File: src/rtl/alu_share_arbiter.sv
// Round-robin sequencer sharing one combinational ALU between two requesters.
// Each operation runs IDLE -> EXEC -> RESP; the ALU result is captured at the end of EXEC.
module alu_share_arbiter #(
  parameter int WIDTH = 32
) (
  input  logic             i_clk,
  input  logic             i_rst,
  input  logic             i_req0_valid,
  input  logic             i_req1_valid,
  output logic             o_req0_ready,
  output logic             o_req1_ready,
  input  logic [WIDTH-1:0] i_req0_op1,
  input  logic [WIDTH-1:0] i_req0_op2,
  input  logic [WIDTH-1:0] i_req1_op1,
  input  logic [WIDTH-1:0] i_req1_op2,
  input  logic [2:0]       i_req0_sel,
  input  logic [2:0]       i_req1_sel,
  output logic             o_rsp0_valid,
  output logic             o_rsp1_valid,
  input  logic             i_rsp0_ready,
  input  logic             i_rsp1_ready,
  output logic [WIDTH-1:0] o_rsp_result,
  output logic             o_rsp_zf,
  output logic [WIDTH-1:0] o_alu_op1,
  output logic [WIDTH-1:0] o_alu_op2,
  output logic [2:0]       o_alu_sel,
  input  logic [WIDTH-1:0] i_alu_result,
  input  logic             i_alu_zf,
  output logic             o_busy,
  output logic [15:0]      o_op_count
);

  typedef enum logic [1:0] {
    ST_IDLE = 2'b00,
    ST_EXEC = 2'b01,
    ST_RESP = 2'b10
  } state_t;

  state_t             r_state;
  state_t             w_state_nxt;
  logic               r_owner;
  logic               r_last;
  logic [WIDTH-1:0]   r_alu_op1;
  logic [WIDTH-1:0]   r_alu_op2;
  logic [2:0]         r_alu_sel;
  logic [WIDTH-1:0]   r_rsp_result;
  logic               r_rsp_zf;
  logic [15:0]        r_op_count;
  logic               w_grant0;
  logic               w_grant1;
  logic               w_accept;
  logic               w_rsp_done;

  // On a tie, r_last==1 means requester 1 was served last, so requester 0 wins
  always_comb begin
    w_grant0 = 1'b0;
    w_grant1 = 1'b0;
    if (i_req0_valid && i_req1_valid) begin
      if (r_last) begin
        w_grant0 = 1'b1;
      end else begin
        w_grant1 = 1'b1;
      end
    end else if (i_req0_valid) begin
      w_grant0 = 1'b1;
    end else if (i_req1_valid) begin
      w_grant1 = 1'b1;
    end else begin
      w_grant0 = 1'b0;
      w_grant1 = 1'b0;
    end
  end

  assign o_req0_ready = (r_state == ST_IDLE) & w_grant0 & ~i_rst;
  assign o_req1_ready = (r_state == ST_IDLE) & w_grant1 & ~i_rst;
  assign w_accept     = o_req0_ready | o_req1_ready;
  assign o_rsp0_valid = (r_state == ST_RESP) & ~r_owner;
  assign o_rsp1_valid = (r_state == ST_RESP) & r_owner;
  assign w_rsp_done   = r_owner ? (o_rsp1_valid & i_rsp1_ready) : (o_rsp0_valid & i_rsp0_ready);
  assign o_busy       = (r_state != ST_IDLE);
  assign o_alu_op1    = r_alu_op1;
  assign o_alu_op2    = r_alu_op2;
  assign o_alu_sel    = r_alu_sel;
  assign o_rsp_result = r_rsp_result;
  assign o_rsp_zf     = r_rsp_zf;
  assign o_op_count   = r_op_count;

  // Next-state decode
  always_comb begin
    w_state_nxt = r_state;
    case (r_state)
      ST_IDLE: begin
        if (w_accept) begin
          w_state_nxt = ST_EXEC;
        end else begin
          w_state_nxt = ST_IDLE;
        end
      end
      ST_EXEC: w_state_nxt = ST_RESP;
      ST_RESP: begin
        if (w_rsp_done) begin
          w_state_nxt = ST_IDLE;
        end else begin
          w_state_nxt = ST_RESP;
        end
      end
      default: w_state_nxt = ST_IDLE;
    endcase
  end

  // State register
  always_ff @(posedge i_clk or posedge i_rst) begin
    if (i_rst) begin
      r_state <= ST_IDLE;
    end else begin
      r_state <= w_state_nxt;
    end
  end

  // Operand capture, ownership, and result capture at the end of EXEC
  always_ff @(posedge i_clk or posedge i_rst) begin
    if (i_rst) begin
      r_owner      <= 1'b0;
      r_last       <= 1'b1;
      r_alu_op1    <= {WIDTH{1'b0}};
      r_alu_op2    <= {WIDTH{1'b0}};
      r_alu_sel    <= 3'b000;
      r_rsp_result <= {WIDTH{1'b0}};
      r_rsp_zf     <= 1'b0;
      r_op_count   <= 16'd0;
    end else begin
      if (w_accept) begin
        r_owner   <= o_req1_ready;
        r_last    <= o_req1_ready;
        r_alu_op1 <= o_req1_ready ? i_req1_op1 : i_req0_op1;
        r_alu_op2 <= o_req1_ready ? i_req1_op2 : i_req0_op2;
        r_alu_sel <= o_req1_ready ? i_req1_sel : i_req0_sel;
      end
      if (r_state == ST_EXEC) begin
        r_rsp_result <= i_alu_result;
        r_rsp_zf     <= i_alu_zf;
        r_op_count   <= r_op_count + 16'd1;
      end
    end
  end

endmodule

File: config.mk
export PLATFORM = sky130hd
export DESIGN_NAME = alu_share_arbiter
export DESIGN_NICKNAME = d
export VERILOG_FILES = /design/src/rtl/alu_share_arbiter.sv
export SDC_FILE = /design/constraint.sdc
export NUM_CORES = 1
export LEC_CHECK = 0
export CORE_ASPECT_RATIO = 0.9
export CORE_MARGIN = 1.5
export CORE_UTILIZATION = 36
export CTS_BUF_LIST = sky130_fd_sc_hd__clkbuf_2
export CTS_CLUSTER_SIZE = 16
export DETAILED_ROUTE_END_ITERATION = 6
export HOLD_SLACK_MARGIN = 0.1
export PLACE_DENSITY = 0.79
export SETUP_SLACK_MARGIN = 0.2
export SYNTH_ARGS = -nofsm -noshare
export SYNTH_HDL_FRONTEND = slang
export SYNTH_SLANG_ARGS = --single-unit
File: constraint.sdc
create_clock -name i_clk -period 4.9 [get_ports i_clk]
set_clock_uncertainty 0.1 [all_clocks]
set_input_delay 1.47 -clock i_clk [delete_from_list [all_inputs] [get_ports i_clk]]
set_output_delay 1.47 -clock i_clk [all_outputs]
set_load 0.05 [all_outputs]
==> metrics.txt <==
run status finished, final reports clean; Register Area 0.003004 sq mm; # rows 41; CTS HTree Levels 4; Die W 129.4 microns; Syn Inst Count 590; vias in the first global route 4,748; Hold/Removal Path Class reg2reg; DP Area 0.008270 sq mm; # nets final 1,047; Syn Area/Cell 8.771 sq um; worst hold start o_rsp_result[29]$_DFFE_PP0N_; crit path max fanout 5; number of enable flip-flop cells after synthesis 0; # port buffers 293; Residual DRC 0; Seq/Total Area, Yosys 58.05%; Routability Congestion 0.7709; Final ANT Viol Nets 0; num ports 294; Post-CTS Hold Fix Bufs 0; CTS resizes 0; met3 wire length 1579 microns; hold depth 2; highest clock rate 0.2298 GHz; CTS buffer count 17; Unique masters post-synth 30; layout cells sized above 1 5.530%; Synth Area in Compound Gates 8.656%; via count 5,022; GRT Overall Usage 20.84%; XOR/XNOR Fraction of Synth Area 2.539%; Post-Route WL 15,580 microns; initial cell density of the core 36.82%; Clock Tree Buf Depth 2; main combinational cell family by area after synthesis simple AND/OR/NAND/NOR gates; Hold Slack 0.3934 ns; final hold vios 0; Post-Route M1 WL 5994 microns; Primary FF master, synth dfrtp_1; RSZ-0062 raised after global routing false; fin crit share 88.80%; Yosys warning count 0; multi-input logic area 0.001961 sq mm; DRT Pass-1 Iters 4; Slew HR 51.34%; Worst setup SP type input port; origin of the critical flop-to-flop path r_state[1]$_DFF_PP0_; vias per cell 4.654; Worst-Margin Slew 0.7299 ns; R2R depth 6; Vert. Die Dim 116.7 microns; CP Data Required Time 3.33 ns; Sink Count 120; synthesized area 0.005175 sq mm; power per cell area 662.5 mW/mm^2; CP Class in2out; drt wl/cell 14.44 microns; P_leak 3.705 nW; count of final setup violators 0; Fillers 1,228; count of pins over their slew limit 0; Clock Tree Root clkbuf_2; 1st-iter DRT viols 234; crit end category output pin; first-pass GRT wire length 24,090 microns; post-synth net total 764; met2 wire length 7765 microns; Synth Area in Adders 0.2418%; max-cap viol count 0; largest net degree at the start of global routing 69; initial antenna violation count 0; die area 0.01510 sq mm; Synth Area in Simple Gates 26.09%; Reg2Reg Setup Slack 2.61 ns; RR Endpoint o_alu_op2[21]$_DFFE_PP0P_; Worst Hold End o_rsp_result[29]$_DFFE_PP0N_; DR top layer met4; most common cell after layout, fill and taps aside clkdlybuf4s50_1; Clock Latency Late Sink 0.65 ns; min Tclk post-route 4.351 ns; Final HPWL DP 11,340 microns; mux contribution to synthesized area 0.2176%; setup_tns 0 ns; post-CTS setup buffer count 0; Final Cell Area 0.008494 sq mm; fin worst setup slack 0.5489 ns; VDD IR-drop max 360.9 uV; most frequent cells in the layout clkdlybuf4s50_1, nand2_1, dfrtp_1; synth-to-layout area growth 64.14%; CTS tree yes; setup slack at placement 0.5352 ns; GR Overflow Total 0; # diodes 0; FF+latch count, synth 120; CP arrival 2.78 ns; Async S/R FF share, synth 100.0%; clock transition at the registers of the reported paths 0.16 ns; Core Area 0.01406 sq mm
## synthesized netlist by cell type, types with 2 or more instances
cell | instances | area [sq um]
nand2b_1 | 2 | 12.51
nand3_1 | 2 | 10.01
dfrtp_1 | 119 | 2978
a21oi_1 | 2 | 10.01
inv_1 | 5 | 18.77
nor2_1 | 72 | 270.3
buf_6 | 3 | 33.78
nand2_1 | 246 | 923.4
xnor2_1 | 11 | 96.34
buf_2 | 24 | 120.1
clkbuf_1 | 9 | 33.78
xor2_1 | 4 | 35.03
a31oi_1 | 68 | 425.4
nand4_1 | 6 | 37.54
nor3_4 | 2 | 32.53
## through the flow
step / utilization (%) / cells / power [mW]
6_report: 60.43 / 1079 / 5.628
5_1_grt: 60.43 / 1079 / 5.937
4_1_cts: 60.43 / 1079 / 5.693
2_1_floorplan: - / 590 / 3.838
3_5_place_dp: 58.84 / 1047 / 5.081
3_3_place_gp: 58.84 / 1047 / 5.027
## how the worst max path moves through the flow
stage                      from            to  depth (start not counted)
final                     i_rst  o_req0_ready                          5
after global routing      i_rst  o_req0_ready                          5
after CTS                 i_rst  o_req0_ready                          5
after detailed placement  i_rst  o_req0_ready                          5
after global placement    i_rst  o_req0_ready                          5
after floorplan           i_rst  o_req0_ready                          3
## critical path, cell delays in order
cell and delay [ns]:
clkdlybuf4s50_1 0.49, nor3_4 0.28, nand2_1 0.12, a21oi_1 0.24
buf_12 0.18
## kinds of logic after synthesis
kind of cell	after synthesis
compound gates	72
buf+inv	43
xor+xnor	15
flops	120
fa+ha+maj	1
simple gates	338
mux	1
## state kept, by name (all words and copies together) (netlist names), 2 cells and up
signal / cells
o_alu_sel: 3
o_rsp_result: 32
o_alu_op1: 32
r_state: 2
o_alu_op2: 32
o_op_count: 16
## where the power goes
group          switching, mW  leakage [nW]  internal, mW
Clock                  0.376         0.128         0.228
Combinational           2.24          2.17          1.11
Sequential             0.249          1.41          1.42
Total                   2.87          3.71          2.76
## layout make-up
class                           count  share of cell area, %
Clock inverter                     14                  1.576
Timing Repair Buffer              301                  35.76
Clock buffer                       18                  1.061
Tap cell                          193                  2.843
Sequential cell                   120                  35.37
Multi-Input combinational cell    427                  23.08
Inverter                            6                 0.3093
## metal layers
| metal | up-vias | GRT usage [%] |
|---|---|---|
| met5 | - | 0 |
| met4 | 0 | 5.918 |
| met3 | 16 | 9.803 |
| met2 | 205 | 36.70 |
| met1 | 2315 | 22.51 |
| li1 | 2486 | - |
Power figures use the tool's default switching activity.
